File: src/rtl/cla_share_arbiter_if.sv
// Requester, shared-adder and response signals of the CLA share arbiter.
// The slave modport is the arbiter. The master modport is the requester/adder/consumer side.
interface cla_share_arbiter_if #(
    parameter int N_REQ  = 4,
    parameter int DATA_W = 16,
    parameter int ID_W   = $clog2(N_REQ)
);
    logic [N_REQ-1:0]        req_valid;
    logic [N_REQ*DATA_W-1:0] req_a;
    logic [N_REQ*DATA_W-1:0] req_b;
    logic [N_REQ-1:0]        req_sub;
    logic [N_REQ-1:0]        req_ready;
    logic [DATA_W-1:0]       add_a;
    logic [DATA_W-1:0]       add_b;
    logic                    add_cin;
    logic [DATA_W-1:0]       add_s;
    logic                    rsp_valid;
    logic [ID_W-1:0]         rsp_id;
    logic [DATA_W-1:0]       rsp_data;
    logic                    rsp_ready;
    logic                    busy;

    modport slave (
        input  req_valid, req_a, req_b, req_sub, add_s, rsp_ready,
        output req_ready, add_a, add_b, add_cin, rsp_valid, rsp_id, rsp_data, busy
    );

    modport master (
        output req_valid, req_a, req_b, req_sub, add_s, rsp_ready,
        input  req_ready, add_a, add_b, add_cin, rsp_valid, rsp_id, rsp_data, busy
    );
endinterface

File: src/rtl/cla_share_arbiter.sv
// Round-robin scheduler that time-shares one external carry-lookahead adder
// between N_REQ requesters and returns each sum on a tagged response channel.
//
// state | meaning
// IDLE  | searching from ptr for a valid requester, grant asserted combinationally
// EXEC  | latched operands on the adder ports, sum captured at the closing edge
// RESP  | rsp_valid high, data/id held until rsp_ready
module cla_share_arbiter #(
    parameter int N_REQ  = 4,
    parameter int DATA_W = 16,
    parameter int ID_W   = $clog2(N_REQ)
) (
    input  logic                clk,
    input  logic                rst_n,
    cla_share_arbiter_if.slave  bus
);

    typedef enum logic [1:0] {
        IDLE = 2'd0,
        EXEC = 2'd1,
        RESP = 2'd2
    } state_t;

    state_t              state_q;
    state_t              state_d;
    logic [ID_W-1:0]     ptr_q;
    logic [ID_W-1:0]     grant_id;
    logic                grant_found;
    logic                accept;
    logic [DATA_W-1:0]   op_a_q;
    logic [DATA_W-1:0]   op_b_q;
    logic                op_cin_q;
    logic [ID_W-1:0]     id_q;
    logic [DATA_W-1:0]   rsp_data_q;
    logic [ID_W-1:0]     rsp_id_q;

    // Walk downward so the last hit, the one closest above ptr, wins.
    always_comb begin
        grant_found = 1'b0;
        grant_id    = ptr_q;
        for (int k = N_REQ - 1; k >= 0; k--) begin
            if (bus.req_valid[(int'(ptr_q) + k) % N_REQ]) begin
                grant_found = 1'b1;
                grant_id    = ID_W'((int'(ptr_q) + k) % N_REQ);
            end
        end
    end

    // rst_n gating keeps the grant low while the block is held in reset.
    assign accept = rst_n && (state_q == IDLE) && grant_found;

    always_comb begin
        for (int i = 0; i < N_REQ; i++) begin
            bus.req_ready[i] = accept && (grant_id == ID_W'(i));
        end
    end

    always_comb begin
        state_d = state_q;
        case (state_q)
            IDLE:    if (accept) state_d = EXEC;
            EXEC:    state_d = RESP;
            RESP:    if (bus.rsp_ready) state_d = IDLE;
            default: state_d = IDLE;
        endcase
    end

    always_ff @(posedge clk or negedge rst_n) begin
        if (!rst_n) begin
            state_q    <= IDLE;
            ptr_q      <= '0;
            op_a_q     <= '0;
            op_b_q     <= '0;
            op_cin_q   <= 1'b0;
            id_q       <= '0;
            rsp_data_q <= '0;
            rsp_id_q   <= '0;
        end else begin
            state_q <= state_d;
            if (accept) begin
                op_a_q   <= bus.req_a[grant_id*DATA_W +: DATA_W];
                // Subtraction as A + ~B + 1 through the same adder.
                op_b_q   <= bus.req_sub[grant_id] ? ~bus.req_b[grant_id*DATA_W +: DATA_W]
                                                  :  bus.req_b[grant_id*DATA_W +: DATA_W];
                op_cin_q <= bus.req_sub[grant_id];
                id_q     <= grant_id;
                ptr_q    <= (grant_id == ID_W'(N_REQ - 1)) ? '0 : grant_id + 1'b1;
            end
            if (state_q == EXEC) begin
                rsp_data_q <= bus.add_s;
                rsp_id_q   <= id_q;
            end
        end
    end

    assign bus.add_a     = op_a_q;
    assign bus.add_b     = op_b_q;
    assign bus.add_cin   = op_cin_q;
    assign bus.rsp_data  = rsp_data_q;
    assign bus.rsp_id    = rsp_id_q;
    assign bus.rsp_valid = (state_q == RESP);
    assign bus.busy      = (state_q != IDLE);

endmodule

File: src/flat_wrapper.sv
// flat-port wrapper written by rule: the top's interface ports become plain ports
module cla_share_arbiter_flat 
#(
    parameter int N_REQ  = 4,
    parameter int DATA_W = 16,
    parameter int ID_W   = $clog2(N_REQ)
)
  (clk, rst_n, bus_req_valid, bus_req_a, bus_req_b, bus_req_sub, bus_add_s, bus_rsp_ready, bus_req_ready, bus_add_a, bus_add_b, bus_add_cin, bus_rsp_valid, bus_rsp_id, bus_rsp_data, bus_busy);
  cla_share_arbiter_if #(.N_REQ(N_REQ), .DATA_W(DATA_W), .ID_W(ID_W)) bus_i ();
  input  logic clk;
  input  logic rst_n;
  input wire logic [$bits(bus_i.req_valid)-1:0] bus_req_valid;
  input wire logic [$bits(bus_i.req_a)-1:0] bus_req_a;
  input wire logic [$bits(bus_i.req_b)-1:0] bus_req_b;
  input wire logic [$bits(bus_i.req_sub)-1:0] bus_req_sub;
  input wire logic [$bits(bus_i.add_s)-1:0] bus_add_s;
  input wire logic [$bits(bus_i.rsp_ready)-1:0] bus_rsp_ready;
  output wire logic [$bits(bus_i.req_ready)-1:0] bus_req_ready;
  output wire logic [$bits(bus_i.add_a)-1:0] bus_add_a;
  output wire logic [$bits(bus_i.add_b)-1:0] bus_add_b;
  output wire logic [$bits(bus_i.add_cin)-1:0] bus_add_cin;
  output wire logic [$bits(bus_i.rsp_valid)-1:0] bus_rsp_valid;
  output wire logic [$bits(bus_i.rsp_id)-1:0] bus_rsp_id;
  output wire logic [$bits(bus_i.rsp_data)-1:0] bus_rsp_data;
  output wire logic [$bits(bus_i.busy)-1:0] bus_busy;
  assign bus_i.req_valid = bus_req_valid;
  assign bus_i.req_a = bus_req_a;
  assign bus_i.req_b = bus_req_b;
  assign bus_i.req_sub = bus_req_sub;
  assign bus_i.add_s = bus_add_s;
  assign bus_i.rsp_ready = bus_rsp_ready;
  assign bus_req_ready = bus_i.req_ready;
  assign bus_add_a = bus_i.add_a;
  assign bus_add_b = bus_i.add_b;
  assign bus_add_cin = bus_i.add_cin;
  assign bus_rsp_valid = bus_i.rsp_valid;
  assign bus_rsp_id = bus_i.rsp_id;
  assign bus_rsp_data = bus_i.rsp_data;
  assign bus_busy = bus_i.busy;
  cla_share_arbiter #(.N_REQ(N_REQ), .DATA_W(DATA_W), .ID_W(ID_W)) u_core (.clk(clk), .rst_n(rst_n), .bus(bus_i));
endmodule
File: config.mk
export PLATFORM = sky130hd
export DESIGN_NAME = cla_share_arbiter_flat
export DESIGN_NICKNAME = d
export VERILOG_FILES = /design/src/rtl/cla_share_arbiter_if.sv /design/src/rtl/cla_share_arbiter.sv /design/src/flat_wrapper.sv
export SDC_FILE = /design/constraint.sdc
export NUM_CORES = 1
export LEC_CHECK = 0
export ABC_AREA = 1
export CORE_ASPECT_RATIO = 0.5
export CORE_UTILIZATION = 41
export CTS_CLUSTER_SIZE = 16
export DETAILED_ROUTE_END_ITERATION = 16
export PLACE_DENSITY = 0.86
export SLEW_MARGIN = 5
export SYNTH_ARGS = -nofsm -noshare
export SYNTH_HDL_FRONTEND = slang
export SYNTH_SLANG_ARGS = --single-unit
File: constraint.sdc
create_clock -name clk -period 2.9 [get_ports clk]
set_clock_uncertainty 0.05 [all_clocks]
set_input_delay 0.29 -clock clk [delete_from_list [all_inputs] [get_ports clk]]
set_output_delay 0.29 -clock clk [all_outputs]
set_load 0.02 [all_outputs]
==> results of run 1 <==
-- where the power goes --
group / internal (mW) / switching, mW
sequential: 1.22 / 0.242
combinational: 2.52 / 4.20
clock: 0.688 / 0.380
-- cell families after synthesis --
logic type      count (synthesis)
buf+inv                        90
flops                          57
compound gates                 27
fa+ha+maj                       4
simple gates                  472
mux                            16
-- flip-flops by register name (all words and copies together), names as in the netlist --
signal               count
u_core.bus.add_a        16
u_core.bus.add_b        16
u_core.bus.rsp_data     16
u_core.bus.rsp_id        2
u_core.id_q              2
u_core.ptr_q             2
u_core.state_q           2
u_core.bus.add_cin       1
-- through the flow --
stage / utilization [%] / hold WS [ps]
global placement: 63.2 / 414
finish: 66.4 / 119
floorplan: - / -55.6
CTS: 66.3 / 152
global route: 66.4 / 192
detailed placement: 63.2 / 417
-- layout make-up --
cell class	count	area, um^2
clock buffers	10	239
clock inverters	6	66.3
fillers	888	3430
repair buffers	228	2240
inverters	50	195
flip-flops and latches	57	1430
multi-input cells	519	2440
well taps	140	175
-- cells in the mapped netlist --
cell / number
o21ai_1: 4
nand2_4: 4
clkinv_1: 1
inv_1: 42
nor2_2: 2
inv_4: 1
a21oi_1: 11
buf_6: 4
o21ai_2: 1
nor2_1: 15
buf_2: 22
nand3_2: 7
buf_12: 1
nand4_2: 1
inv_6: 1
nand2_2: 9
nand3_1: 143
mux2_2: 16
o21bai_1: 1
buf_4: 8
ha_1: 4
nand2_1: 291
inv_2: 5
dfrtp_1: 57
clkbuf_1: 5
o21ai_0: 10
-- worst max path at each step --
stage | from | end | slack, ps | depth (start not counted)
2_1_floorplan | u_core.ptr_q[0] | bus_req_ready[3] | 620 | 15
3_3_place_gp | bus_req_valid[3] | bus_req_ready[2] | 140 | 15
3_5_place_dp | bus_req_valid[3] | bus_req_ready[0] | 60 | 16
4_1_cts | u_core.ptr_q[0] | bus_req_ready[3] | 2 | 13
5_1_grt | u_core.ptr_q[0] | bus_req_ready[0] | 30 | 15
6_report | u_core.ptr_q[0] | bus_req_ready[0] | 230 | 15
-- layer usage --
metal  wire, um  GRT usage [%]  vias to the layer above
met5          0              0                        -
met4        443           11.2                        0
met3        768           5.40                       43
met2       6940           45.6                      182
met1       5890           29.1                     2359
li1           -              -                     2523
-- worst reg2reg max path, cell delays in order, from the launching register on --
cell	delay, ps
dfrtp_2	490
inv_6	120
nand2_1	50
nand2_1	90
nand2_1	80
nand2_1	100
inv_2	60
nand2_1	60
nand2_1	50
nand2_2	130
buf_4	380
nand3_1	160
nand2_2	320
nand2_1	100
nand3_1	100
nand2_1	60
-- repair_timing --
item / 4_1_cts / 5_1_grt
resized for setup: 4 / 3
setup endpoints to repair: 4 / 2
buffers inserted: 0 / 1
hold buffers: 0 / 0
==> reports/metrics.csv, run 1 <==
metric;value;unit
DRT iter0 DRCs;263;
XOR/XNOR Fraction of Synth Area;0;%
PortBufs;211;
final WL;14.0;mm
fraction of the mapped netlist area in adder cells;1.16;%
vias in the first global route;4619;
number of max-cap violations;0;
worst path buffer plus inverter count;5;
final critical-path share of the clock period;92.1;%
clk sinks;57;
endpoints failing hold;0;
Max Slew Vio Count;0;
Setup WS post-layout;228;ps
nets@finish;1024;
initial core utilization;42.2;%
Pleak;3.33;nW
DP Area;6460;um^2
power per cell area;1360;nW/um^2
commonest non-fill, non-tap cell in the layout;nand2_1;
WS Path Type;register to output port;
mux contribution to synthesized area;4.18;%
Worst path max stage delay;490;ps
share of the synthesized area in the top cell type;33.1;%
Synth warnings;0;
Die ar.;10900;um^2
complex-gate fraction of the synthesized area;3.28;%
Worst-path clk slew;60;ps
worst hold-check path type;input pin to asynchronous set/reset pin;
Core Area;10200;um^2
final setup violation count;0;
sequence of cells on the critical path;inv_6 > nand2_1 > nand2_1 > nand2_1 > nand2_1 > inv_2 > nand2_4 > nand2_2 > nand2_4 > nand2_4 > inv_2 > ha_1 > inv_1 > nor2_1 > dlygate4sd2_1;
I/O pin count;212;
mapped cell area;4310;um^2
FF-to-FF End;u_core.bus.add_b[2];
Detailed Place HPWL;10.3;mm
Routability Congestion;0.966;
Via Count;5107;
htree depth;3;
largest cells by area after synthesis;dfrtp_1 33%, nand2_1 25%, nand3_1 17%, mux2_2 4.2%, inv_1 3.7%;
CTS max path bufs;2;
share of post-route cells with drive strength above 1;9.54;%
Total Power;9.25;mW
final instance area;6780;um^2
crit path DAT;2330;ps
Crit Path Max Fanout;9;
Worst VDD drop;0.736;mV
WL/cell;13.9;um
slew at the pin with the worst max-slew slack;795;ps
first-pass GRT wire length;21.7;mm
Clk Latency, worst-skew pair;330;ps
Critical Path Source Type;register;
largest net degree at the start of global routing;58;
cell count after synthesis;666;
Vias/cell;5.06;
Post-Place Setup Slack;63.7;ps
Num CTS Buffers;9;
setup TNS;0;ps
CTS tree;built;
CTS root buffer;clkbuf_16;
Post-Layout Cell Count;1010;
simple logic cell fraction of the synthesized area;47.8;%
drt pass-1 iters;6;
initial antenna violation count;0;
post-synthesis sequential area ratio;33.1;%
syn_nets;825;
status;complete, no violations;
unrepaired setup endpoints after global routing;no;
Max Fclk;0.374;GHz
synthesis-to-layout area growth;57.4;%
Distinct cells, synth;26;
die width;147;um
placed insts;993;
Top delay family on crit path;buffers and inverters;
Synth Register Bits;57;
total global-route track usage;25.0;%
ant diodes;0;
Critical Path End Type;output port;
number of routed nets with antenna violations;0;
worst path required time;2560;ps
Worst slew margin;46.9;%
row count;26;
min cycle time layout;2670;ps
Worst R2R Path Depth;15;
most area-hungry cell type in the Yosys netlist;dfrtp_1;
Die H;74.5;um
worst reg-to-reg setup slack;390;ps
Avg Cell Area, Syn;6.47;um^2
DRC violation count after routing;0;
most frequent CP cell;nand2_1;
CP max-delay cell;dfrtp_2;
FF-to-FF Start;u_core.ptr_q[0];
most frequent cells in the layout;291 x nand2_1, 206 x clkdlybuf4s50_1, 143 x nand3_1, 55 x dfrtp_1, 42 x inv_1;
combinational family with the most area after synthesis;simple AND/OR/NAND/NOR gates;
GR Overflow Total;0;
Power figures use the tool's default switching activity.
==> run 2: changes to the inputs <==
- CTS_CLUSTER_SIZE: 16 -> 40
==> results of run 2 <==
Same layout as run 1: the final DEF is identical, and so are final timing and power.
